--- config.mk ---
export PLATFORM = sky130hd
export DESIGN_NAME = hex_sr_ctrl
export DESIGN_NICKNAME = d
export VERILOG_FILES = /design/src/rtl/hex_sr_pkg.sv /design/src/rtl/hex_sr_slot_ctr.sv /design/src/rtl/hex_sr_ctrl.sv
export SDC_FILE = /design/constraint.sdc
export NUM_CORES = 1
export LEC_CHECK = 0
export ABC_AREA = 1
export CORE_MARGIN = 2
export CORE_UTILIZATION = 39
export CTS_BUF_LIST = sky130_fd_sc_hd__clkbuf_8 sky130_fd_sc_hd__clkbuf_16
export CTS_CLUSTER_DIAMETER = 100
export DETAILED_ROUTE_END_ITERATION = 10
export MAX_ROUTING_LAYER = met4
export PLACE_DENSITY = 0.76
export SLEW_MARGIN = 20
export SYNTH_ARGS = -nofsm -noshare
export SYNTH_HDL_FRONTEND = slang
export SYNTH_SLANG_ARGS = --single-unit
--- constraint.sdc ---
create_clock -name clk -period 1.6 [get_ports clk]
set_input_delay 0.4 -clock clk [delete_from_list [all_inputs] [get_ports clk]]
set_output_delay 0.4 -clock clk [all_outputs]
set_load 0.01 [all_outputs]
--- src/rtl/hex_sr_pkg.sv ---
// Shared types, defaults and width helper for the hex_sr random-access controller.
package hex_sr_pkg;

  localparam int DEF_LENGTH = 40;
  localparam int DEF_WIDTH  = 6;

  typedef enum logic [1:0] {IDLE, WAIT, DONE, CLEAR} state_t;

  function automatic int slot_aw(input int len);
    return (len > 2) ? $clog2(len) : 1;
  endfunction

endpackage

--- src/rtl/hex_sr_slot_ctr.sv ---
// Free-running modulo-LENGTH slot counter; pos names the digit at the hex_sr
// output this cycle, frame marks slot 0.
module hex_sr_slot_ctr
  import hex_sr_pkg::*;
#(
  parameter int LENGTH = DEF_LENGTH
) (
  input  logic                       clk,
  input  logic                       reset,
  output logic [slot_aw(LENGTH)-1:0] pos,
  output logic                       frame
);

  localparam int AW = slot_aw(LENGTH);
  localparam logic [AW-1:0] LAST = AW'(LENGTH - 1);

  always_ff @(posedge clk) begin
    if (reset) begin
      pos   <= '0;
      frame <= 1'b1;
    end else begin
      pos   <= (pos == LAST) ? '0 : pos + AW'(1);
      frame <= (pos == LAST);
    end
  end

endmodule

--- src/rtl/hex_sr_ctrl.sv ---
// Single-requester random-access controller for the recirculating hex_sr digit memory.
// Define DLM_CLEAR_EN to zero every slot with a one-rotation CLEAR pass after reset.
module hex_sr_ctrl
  import hex_sr_pkg::*;
#(
  parameter int LENGTH = DEF_LENGTH,
  parameter int WIDTH  = DEF_WIDTH
) (
  input  logic                       clk,
  input  logic                       reset,
  input  logic                       req,
  input  logic                       we,
  input  logic [slot_aw(LENGTH)-1:0] addr,
  input  logic [WIDTH-1:0]           wdata,
  output logic                       ack,
  output logic                       err,
  output logic [WIDTH-1:0]           rdata,
  output logic                       sr_recirc,
  output logic [WIDTH-1:0]           sr_data,
  input  logic [WIDTH-1:0]           sr_q,
  output logic [slot_aw(LENGTH)-1:0] pos,
  output logic                       frame,
  output logic                       busy
);

  localparam int AW = slot_aw(LENGTH);
  localparam logic [AW:0]   LEN_X = (AW+1)'(LENGTH);
  localparam logic [AW-1:0] LAST  = AW'(LENGTH - 1);

`ifdef DLM_CLEAR_EN
  localparam state_t RESET_STATE = CLEAR;
`else
  localparam state_t RESET_STATE = IDLE;
`endif

  state_t state;
  logic   hit;
  logic   out_of_range;

  hex_sr_slot_ctr #(.LENGTH(LENGTH)) u_slot_ctr (
    .clk   (clk),
    .reset (reset),
    .pos   (pos),
    .frame (frame)
  );

  assign hit          = (state == WAIT) && (pos == addr);
  assign out_of_range = ({1'b0, addr} >= LEN_X);
  assign busy         = (state != IDLE);

  // A high req seen in IDLE is always a fresh request: the cycle before was
  // idle with req low, the DONE cycle, reset or the end of CLEAR.
  always_ff @(posedge clk) begin
    if (reset) begin
      state <= RESET_STATE;
      ack   <= 1'b0;
      err   <= 1'b0;
      rdata <= '0;
    end else begin
      ack <= 1'b0;
      err <= 1'b0;
      case (state)
        IDLE: begin
          if (req) begin
            if (out_of_range) begin
              state <= DONE;
              ack   <= 1'b1;
              err   <= 1'b1;
            end else begin
              state <= WAIT;
            end
          end
        end
        WAIT: begin
          if (pos == addr) begin
            state <= DONE;
            ack   <= 1'b1;
            if (!we) rdata <= sr_q;
          end
        end
        DONE:    state <= IDLE;
        CLEAR:   if (pos == LAST) state <= IDLE;
        default: state <= IDLE;
      endcase
    end
  end

  // The slot under the hex_sr input is replaced only on a write hit or while clearing.
  always_comb begin
    sr_recirc = 1'b1;
    sr_data   = '0;
    if (state == CLEAR) begin
      sr_recirc = 1'b0;
    end else if (hit && we) begin
      sr_recirc = 1'b0;
      sr_data   = wdata;
    end
  end

endmodule
==> summary.md, run 1 <==
| Metric | Value |
|---|---|
| R2r worst-path depth | 7 |
| Final Cell Area | around 0.0016 sq mm |
| Syn nets | 160 |
| Register area share after synthesis | a little under two fifths |
| R2R Setup Slk | 0.22 ns |
| Initial DRC Count | 17 |
| Total Routing Usage GR | between 20% and 30% |
| Dpl hpwl | roughly 2 mm |
| Critical Path Start | addr[4] |
| Post-Route WL | 2.522 mm |
| Slowest stage delay, CP | between 0.2 and 0.25 ns |
| Pre-CTS WS | -0.9238 ns |
| Worst slew margin | 82.87% |
| Cells along the critical path | dlygate4sd2_1 > inv_1 > nand2_1 > nand2_2 > nor2_8 > nand4_4 > nor2_2 > buf_2 |
| Vias per std cell | roughly 4.6 |
| Antenna cell count | 0 |
| Total CTS buffers | 3 |
| Detailed Routing Iterations Pass 1 | 4 |
| Fill cell count | ~180 |
| Count of cell types in the netlist | 20 |
| Area post-placement | around 0.0015 sq mm |
| Top delay family on crit path | simple AND/OR/NAND/NOR gates |
| Startpoint types | input pin |
| Clk slew on worst S/H paths | 0.07 ns |
| Mean Syn Cell Area | around 6.7 sq um |
| Via count | roughly 1100 |
| Fin crit period | between 1.5 and 2 ns |
| HP Class | flop to flop |
| Worst-Margin Slew | around 0.25 ns |
| Wire length of the first global-routing pass | roughly 4 mm |
| Yosys warning count | 0 |
| Worst reg2reg startpoint | u_slot_ctr.pos[0] |
| CP bufs+invs | 3 |
| Crit path depth | 8 |
| Synth Instances | approximately 140 |
| Die Area | about 0.0028 sq mm |
| Hold Slack | roughly 0.46 ns |
| Fmax | roughly 550 MHz |
| Final setup fails | 7 |
| Clk Latency, worst-skew pair | about 0.25 ns |
| Worst EP required | between 1 and 1.5 ns |
| Pwr Density | around 640 mW/mm^2 |
| RSZ-0062 raised after global routing | true |
| Commonest non-fill, non-tap cell in the layout | nand2_1 |
| Nets | 225 |
| Routed wire length per instance | between 10 and 15 um |
| Max-slew violation count | 0 |
| GRT overflow | 0 |
| H-tree depth | 1 |
| Synth Cell Area | around 900 sq um |
| Status | finished, violations left |
| CP max stage cell | dlygate4sd2_1 |
| Ratio of cells with drive above 1 in the final layout | between 30% and 40% |
| Root buffer cell | clkbuf_8 |
| Flops & latches, synth | 17 |
| Fin crit share | 112.9% |
| Die H | approximately 52 um |
| Violated checks | negative setup slack |
| CP arrival | roughly 1.4 ns |
| CTS tree | done |
| R2r endpoint | u_slot_ctr.pos[3] |
| Max-cap violations | 0 |
| # rows | 17 |
| Setup WS post-layout | -0.2058 ns |
| DRC Markers | 0 |
| Fin Clk Skew | 0.0007093 ns |
| # hold bufs at CTS | 0 |
| Leak | about 0.8 nW |
| Die X-Extent | approximately 52 um |
| Worst Hold Depth | 2 |
| Commonest non-fill, non-tap cells in the layout | nand2_1, clkdlybuf4s50_1, buf_4 |
| DRT antenna net count | 0 |
| Largest net degree at the start of global routing | 11 |
| Syn-to-layout area delta | 70.94% |
| Initial antenna violation count | 0 |
| Clock buffer depth | 2 |
| End of the critical path | sr_data[1] |
| Setup TNS | -1.315 ns |
| Vias in the first global route | roughly 990 |
| CORE AREA | between 0.002 and 0.0025 sq mm |
| Hold Fails Final Rpt | 0 |
| Top Ports | 45 |
| GPL Wtd Cong | 0.7959 |
| Max VDD drop | 0.0006843 V |
| CP max FO | 7 |
| Kind of critical path | input pin to output pin |
| Sink Count | 17 |
| Worst Setup End Kind | output pin |
| Initial Utilization | just over 40% |
| IO Port Bufs | 44 |
-- power breakdown --
group	total (mW)	switching, mW	internal [mW]
combinational	0.232	0.112	0.120
sequential	0.449	0.0106	0.439
clock	0.317	0.146	0.170
total	0.997	0.269	0.729
-- flip-flops by register name (all words and copies together) (netlist names) --
name and count:
ack 1, err 1, state 2, u_slot_ctr.frame 1
u_slot_ctr.pos 6, rdata 6
-- metal layers --
metal  global-route usage [%]  share of wire [%]  vias up  wire length, um
li1                         -                  -      558                -
met1                    21.87                 44      470             1109
met2                    37.08                 51       28             1287
met3                    2.857                4.0        4              102
met4                    6.838               0.91        0               23
met5                        -                  0        -                0
-- metrics by stage --
step / power (mW) / util, % / instances
6_report: 0.9974 / 70.87 / 229
5_1_grt: 1.042 / 70.87 / 229
4_1_cts: 0.9999 / 70.19 / 229
3_5_place_dp: 0.6860 / 68.21 / 224
3_3_place_gp: 0.6797 / 68.21 / 224
2_1_floorplan: 0.5553 / - / 137
-- what timing repair did --
item | in CTS | in global routing
endpoints found under the setup margin | 14 | 7
cloned | 0 | 0
pin swaps | 16 | 14
gates resized for setup | 60 | 11
setup buffers | 1 | 0
-- worst min-delay path: stages (launching register included) --
cell and delay (ns):
dfxtp_1 0.31, nand2_1 0.06, a21oi_1 0.05
-- cells by family (layout without fill, tap and decap cells) --
group                    after synthesis  count (layout)  synth area share (%)
AO/OA/AOI/OAI                         12              12                 6.549
XOR/XNOR                               1               1                0.9552
adder cells (fa/ha/maj)                1               1                 1.364
buffers and inverters                 24              88                 9.822
flip-flops                            17              17                 37.11
AND/OR/NAND/NOR                       82              82                 44.20
-- worst min path at each step --
stage                        start  endpoint  slack, ns
after floorplan           rdata[0]  rdata[0]       0.49
after global placement    rdata[2]  rdata[2]       0.45
after detailed placement  rdata[0]  rdata[0]       0.45
after CTS                 rdata[0]  rdata[0]       0.46
after global routing      rdata[2]  rdata[2]       0.49
final                     rdata[0]  rdata[0]       0.46
-- layout make-up --
| class | count | area, sq um | area share (%) |
|---|---|---|---|
| inverter | 23 | 86.33 | 5.507 |
| clock buffer | 3 | 41.29 | 2.634 |
| sequential | 17 | 347.8 | 22.19 |
| timing repair buffer | 61 | 526.8 | 33.60 |
| multi-input combinational | 96 | 526.8 | 33.60 |
| clock inverter | 1 | 3.754 | 0.2394 |
| tap | 28 | 35.03 | 2.235 |
-- cells in the mapped netlist --
library cell | n | share of area, %
nor3b_1 | 1 | 0.82
ha_1 | 1 | 1.4
nand2_2 | 2 | 1.4
nor2_1 | 17 | 7.0
nand4_4 | 1 | 2.3
o21ai_0 | 2 | 1.1
xnor2_1 | 1 | 0.96
nand3b_1 | 1 | 0.82
nor4_1 | 1 | 0.68
nand4_1 | 7 | 4.8
nand3_1 | 5 | 2.7
inv_1 | 17 | 7.0
nand3_2 | 1 | 1.1
clkbuf_1 | 1 | 0.41
dfxtp_1 | 17 | 37
nor2_8 | 2 | 4.4
nor3_1 | 2 | 1.1
inv_2 | 6 | 2.5
a21oi_1 | 10 | 5.5
nand2_1 | 42 | 17
No activity file was read; power rests on OpenSTA's default activity.
==> run 2, diff against run 1 <==
ABC_AREA = 0   (was 1)
CORE_UTILIZATION = 38   (was 39)
==> summary.md, run 2 <==
| Metric | Value |
|---|---|
| Violated checks | negative setup slack |
| Area leader, netlist | dfxtp_1 |
| Routed wire length per instance | roughly 13 um |
| Ratio of cells with drive above 1 in the final layout | between 30% and 40% |
| # rows | 17 |
| Switch Pwr | 234.5 uW |
| Proportion of synthesized area in mux cells | 0% |
| Nets | ~190 |
| Main combinational cell family by area after synthesis | simple AND/OR/NAND/NOR gates |
| Non-Filler Instances | about 190 |
| Hold Slack | about 0.47 ns |
| CP max FO | 4 |
| Post-Synth XOR/XNOR Area | 8.321% |
| R2r endpoint | state[0] |
| Area post-placement | ~0.0014 sq mm |
| Via count | roughly 960 |
| CTS tree | done |
| R2R Setup Slk | -0.01 ns |
| Status | finished, violations left |
| CORE AREA | 0.002148 sq mm |
| Total CTS buffers | 3 |
| Synth top cells by count | dfxtp_1, a21oi_1, nand4_1, and2_1, nor2_1 |
| Yosys warning count | 0 |
| RSZ-0062 raised after global routing | true |
| Max-cap violations | 0 |
| Hold Fails Final Rpt | 0 |
| Worst reg2reg startpoint | u_slot_ctr.pos[2] |
| Largest cells by area after synthesis | dfxtp_1, xnor2_1, nand4_1 |
| Most common cell on crit path | buf_4 |
| Register area share after synthesis | between 40% and 50% |
| Count of cell types in the netlist | 30 |
| Final Cell Area | between 0.0015 and 0.002 sq mm |
| Min-Delay Endpoint | rdata[5] |
| Dpl hpwl | 1.973 mm |
| Max VDD drop | 0.0004934 V |
| Startpoint types | input pin |
| Sequential share of power | between 40% and 50% |
| Commonest register cell after synthesis | dfxtp_1 |
| Hold path start | rdata[5] |
| Die X-Extent | between 50 and 60 um |
| Die Area | between 0.002 and 0.003 sq mm |
| Initial antenna violation count | 0 |
| Setup TNS | -4.349 ns |
| Fin Clk Skew | between 0.0015 and 0.002 ns |
| Synth Cell Area | ~840 sq um |
| Clock share of power | a little under a third |
| Worst Setup End Kind | output pin |
| DRT antenna net count | 0 |
| Total Routing Usage GR | between 20% and 30% |
| Top-count cell post-synth | dfxtp_1 |
| Syn-to-layout area delta | 83.80% |
| Commonest non-fill, non-tap cells in the layout | clkdlybuf4s50_1, buf_4, dfxtp_1 |
| Top Registers | rdata (6), u_slot_ctr.pos (6), state (2) |
| H-tree depth | 1 |
| Detailed Routing Iterations Pass 1 | 4 |
| Max-slew violation count | 0 |
| Clock buffer depth | 2 |
| Syn nets | approximately 120 |
| Fmax | ~440 MHz |
| Top Ports | 45 |
| Synth Instances | 95 |
| Kind of critical path | input pin to output pin |
| CP max stage cell | a221o_2 |
| Mean Syn Cell Area | around 8.9 sq um |
| Setup WS post-layout | -0.6568 ns |
| Sink Count | 17 |
| Pwr Density | roughly 620 mW/mm^2 |
| Slowest stage delay, CP | approximately 0.40 ns |
| CP arrival | roughly 1.9 ns |
| GPL Wtd Cong | roughly 0.8 |
| Wire length of the first global-routing pass | roughly 4 mm |
| Simple-Gate Fraction of Synth Area | a little under a third |
| Antenna cell count | 0 |
| Async S/R FF share, synth | 0% |
| DRC Markers | 0 |
| HP Class | flop to flop |
| Die H | 51.08 um |
| Final setup fails | 12 |
| Worst slew margin | 75.31% |
| Logic pwr share | between 20 and 25% |
| Largest net degree at the start of global routing | 10 |
| Clk slew on worst S/H paths | approximately 0.060 ns |
| Power Internal | roughly 730 uW |
| Post-Route WL | roughly 2.6 mm |
| Flops & latches, synth | 17 |
| Initial Utilization | between 30 and 40% |
| Worst-Margin Slew | roughly 0.37 ns |
| Adder and majority cell fraction of the synthesized area | roughly 1.5% |
| Leak | 0.6633 nW |
| Fin crit period | 2.257 ns |
| R2r worst-path depth | 5 |
| Fin crit share | 141.1% |
| Worst Hold Depth | 2 |
| IO Port Bufs | between 40 and 50 |
| Synth Area in Compound Gates | 15.16% |
| Number of synthesized flops with an enable pin | 0 |
| Worst EP required | 1.20 ns |
| Pre-CTS WS | -1.237 ns |
| Vias in the first global route | 957 |
| Initial DRC Count | 10 |
| Synth top area share | 40.42% |
| Clk Latency, worst-skew pair | between 0.2 and 0.25 ns |
| GRT overflow | 0 |
| Cells after DPL | roughly 180 |
| Root buffer cell | clkbuf_8 |
| Switching share of power | between 20% and 30% |
| Vias per std cell | 4.995 |
| Cells along the critical path | dlygate4sd2_1 > a221o_2 > nor4_4 > buf_4 > buf_4 > and2_4 > buf_6 |
-- run 2: logic make-up (layout without fill, tap and decap cells) --
kind of cell / after synthesis / after routing
flip-flops: 17 / 17
AO/OA/AOI/OAI: 20 / 20
XOR/XNOR: 8 / 8
buffers and inverters: 9 / 78
adder cells (fa/ha/maj): 1 / 1
AND/OR/NAND/NOR: 40 / 40
-- run 2: final cells by class --
class	count	area, sq um
Clock buffer	3	41.29
Fill cell	164	600.6
Clock inverter	1	3.754
Multi-Input combinational cell	69	499.2
Inverter	5	18.77
Timing Repair Buffer	69	606.8
Sequential cell	17	342.8
Tap cell	28	35.03
-- run 2: routing by layer --
layer | share of wire (%) | global-route usage, %
met2 | 53 | 38.10
met4 | 1.2 | 8.108
met3 | 4.0 | 3.509
met5 | 0 | -
met1 | 42 | 20.83
-- run 2: worst max-delay path, delay by kind of cell --
kind | cells | cell delay [ns]
and+or+nand+nor | 2 | 0.42
AOI/OAI and AO/OA | 1 | 0.40
buffers and inverters | 4 | 0.64
-- run 2: how the worst max path moves through the flow --
stage,start,endpoint,slack (ns),cells after the start
global route,addr[5],sr_data[1],-0.74,7
detailed placement,addr[0],sr_data[0],-1.24,6
global placement,addr[2],sr_data[0],-1.19,6
finish,addr[5],sr_data[1],-0.66,7
floorplan,addr[2],sr_data[0],-0.28,4
CTS,u_slot_ctr.pos[2],sr_data[1],-0.65,7
-- run 2: metrics by stage --
stage                     power, mW  utilization, %
final                        0.9625           72.04
after global placement       0.6609           67.27
after detailed placement     0.6662           67.27
after floorplan              0.5325               -
after CTS                    0.9647           70.30
after global routing          1.009           72.04
-- run 2: power groups by stage --
stage               clock network (mW)  registers [mW]  logic [mW]
floorplan                            0           0.464      0.0688
global route                     0.331           0.446       0.232
global placement                     0           0.452       0.209
CTS                              0.310           0.445       0.210
finish                           0.304           0.446       0.213
detailed placement                   0           0.453       0.214
-- run 2: timing repair --
action | 4_1_cts | 5_1_grt
setup buffers | 7 | 0
hold buffers | 0 | 0
gates resized for setup | 54 | 10
pin swaps | 11 | 2
endpoints found under the setup margin | 24 | 16
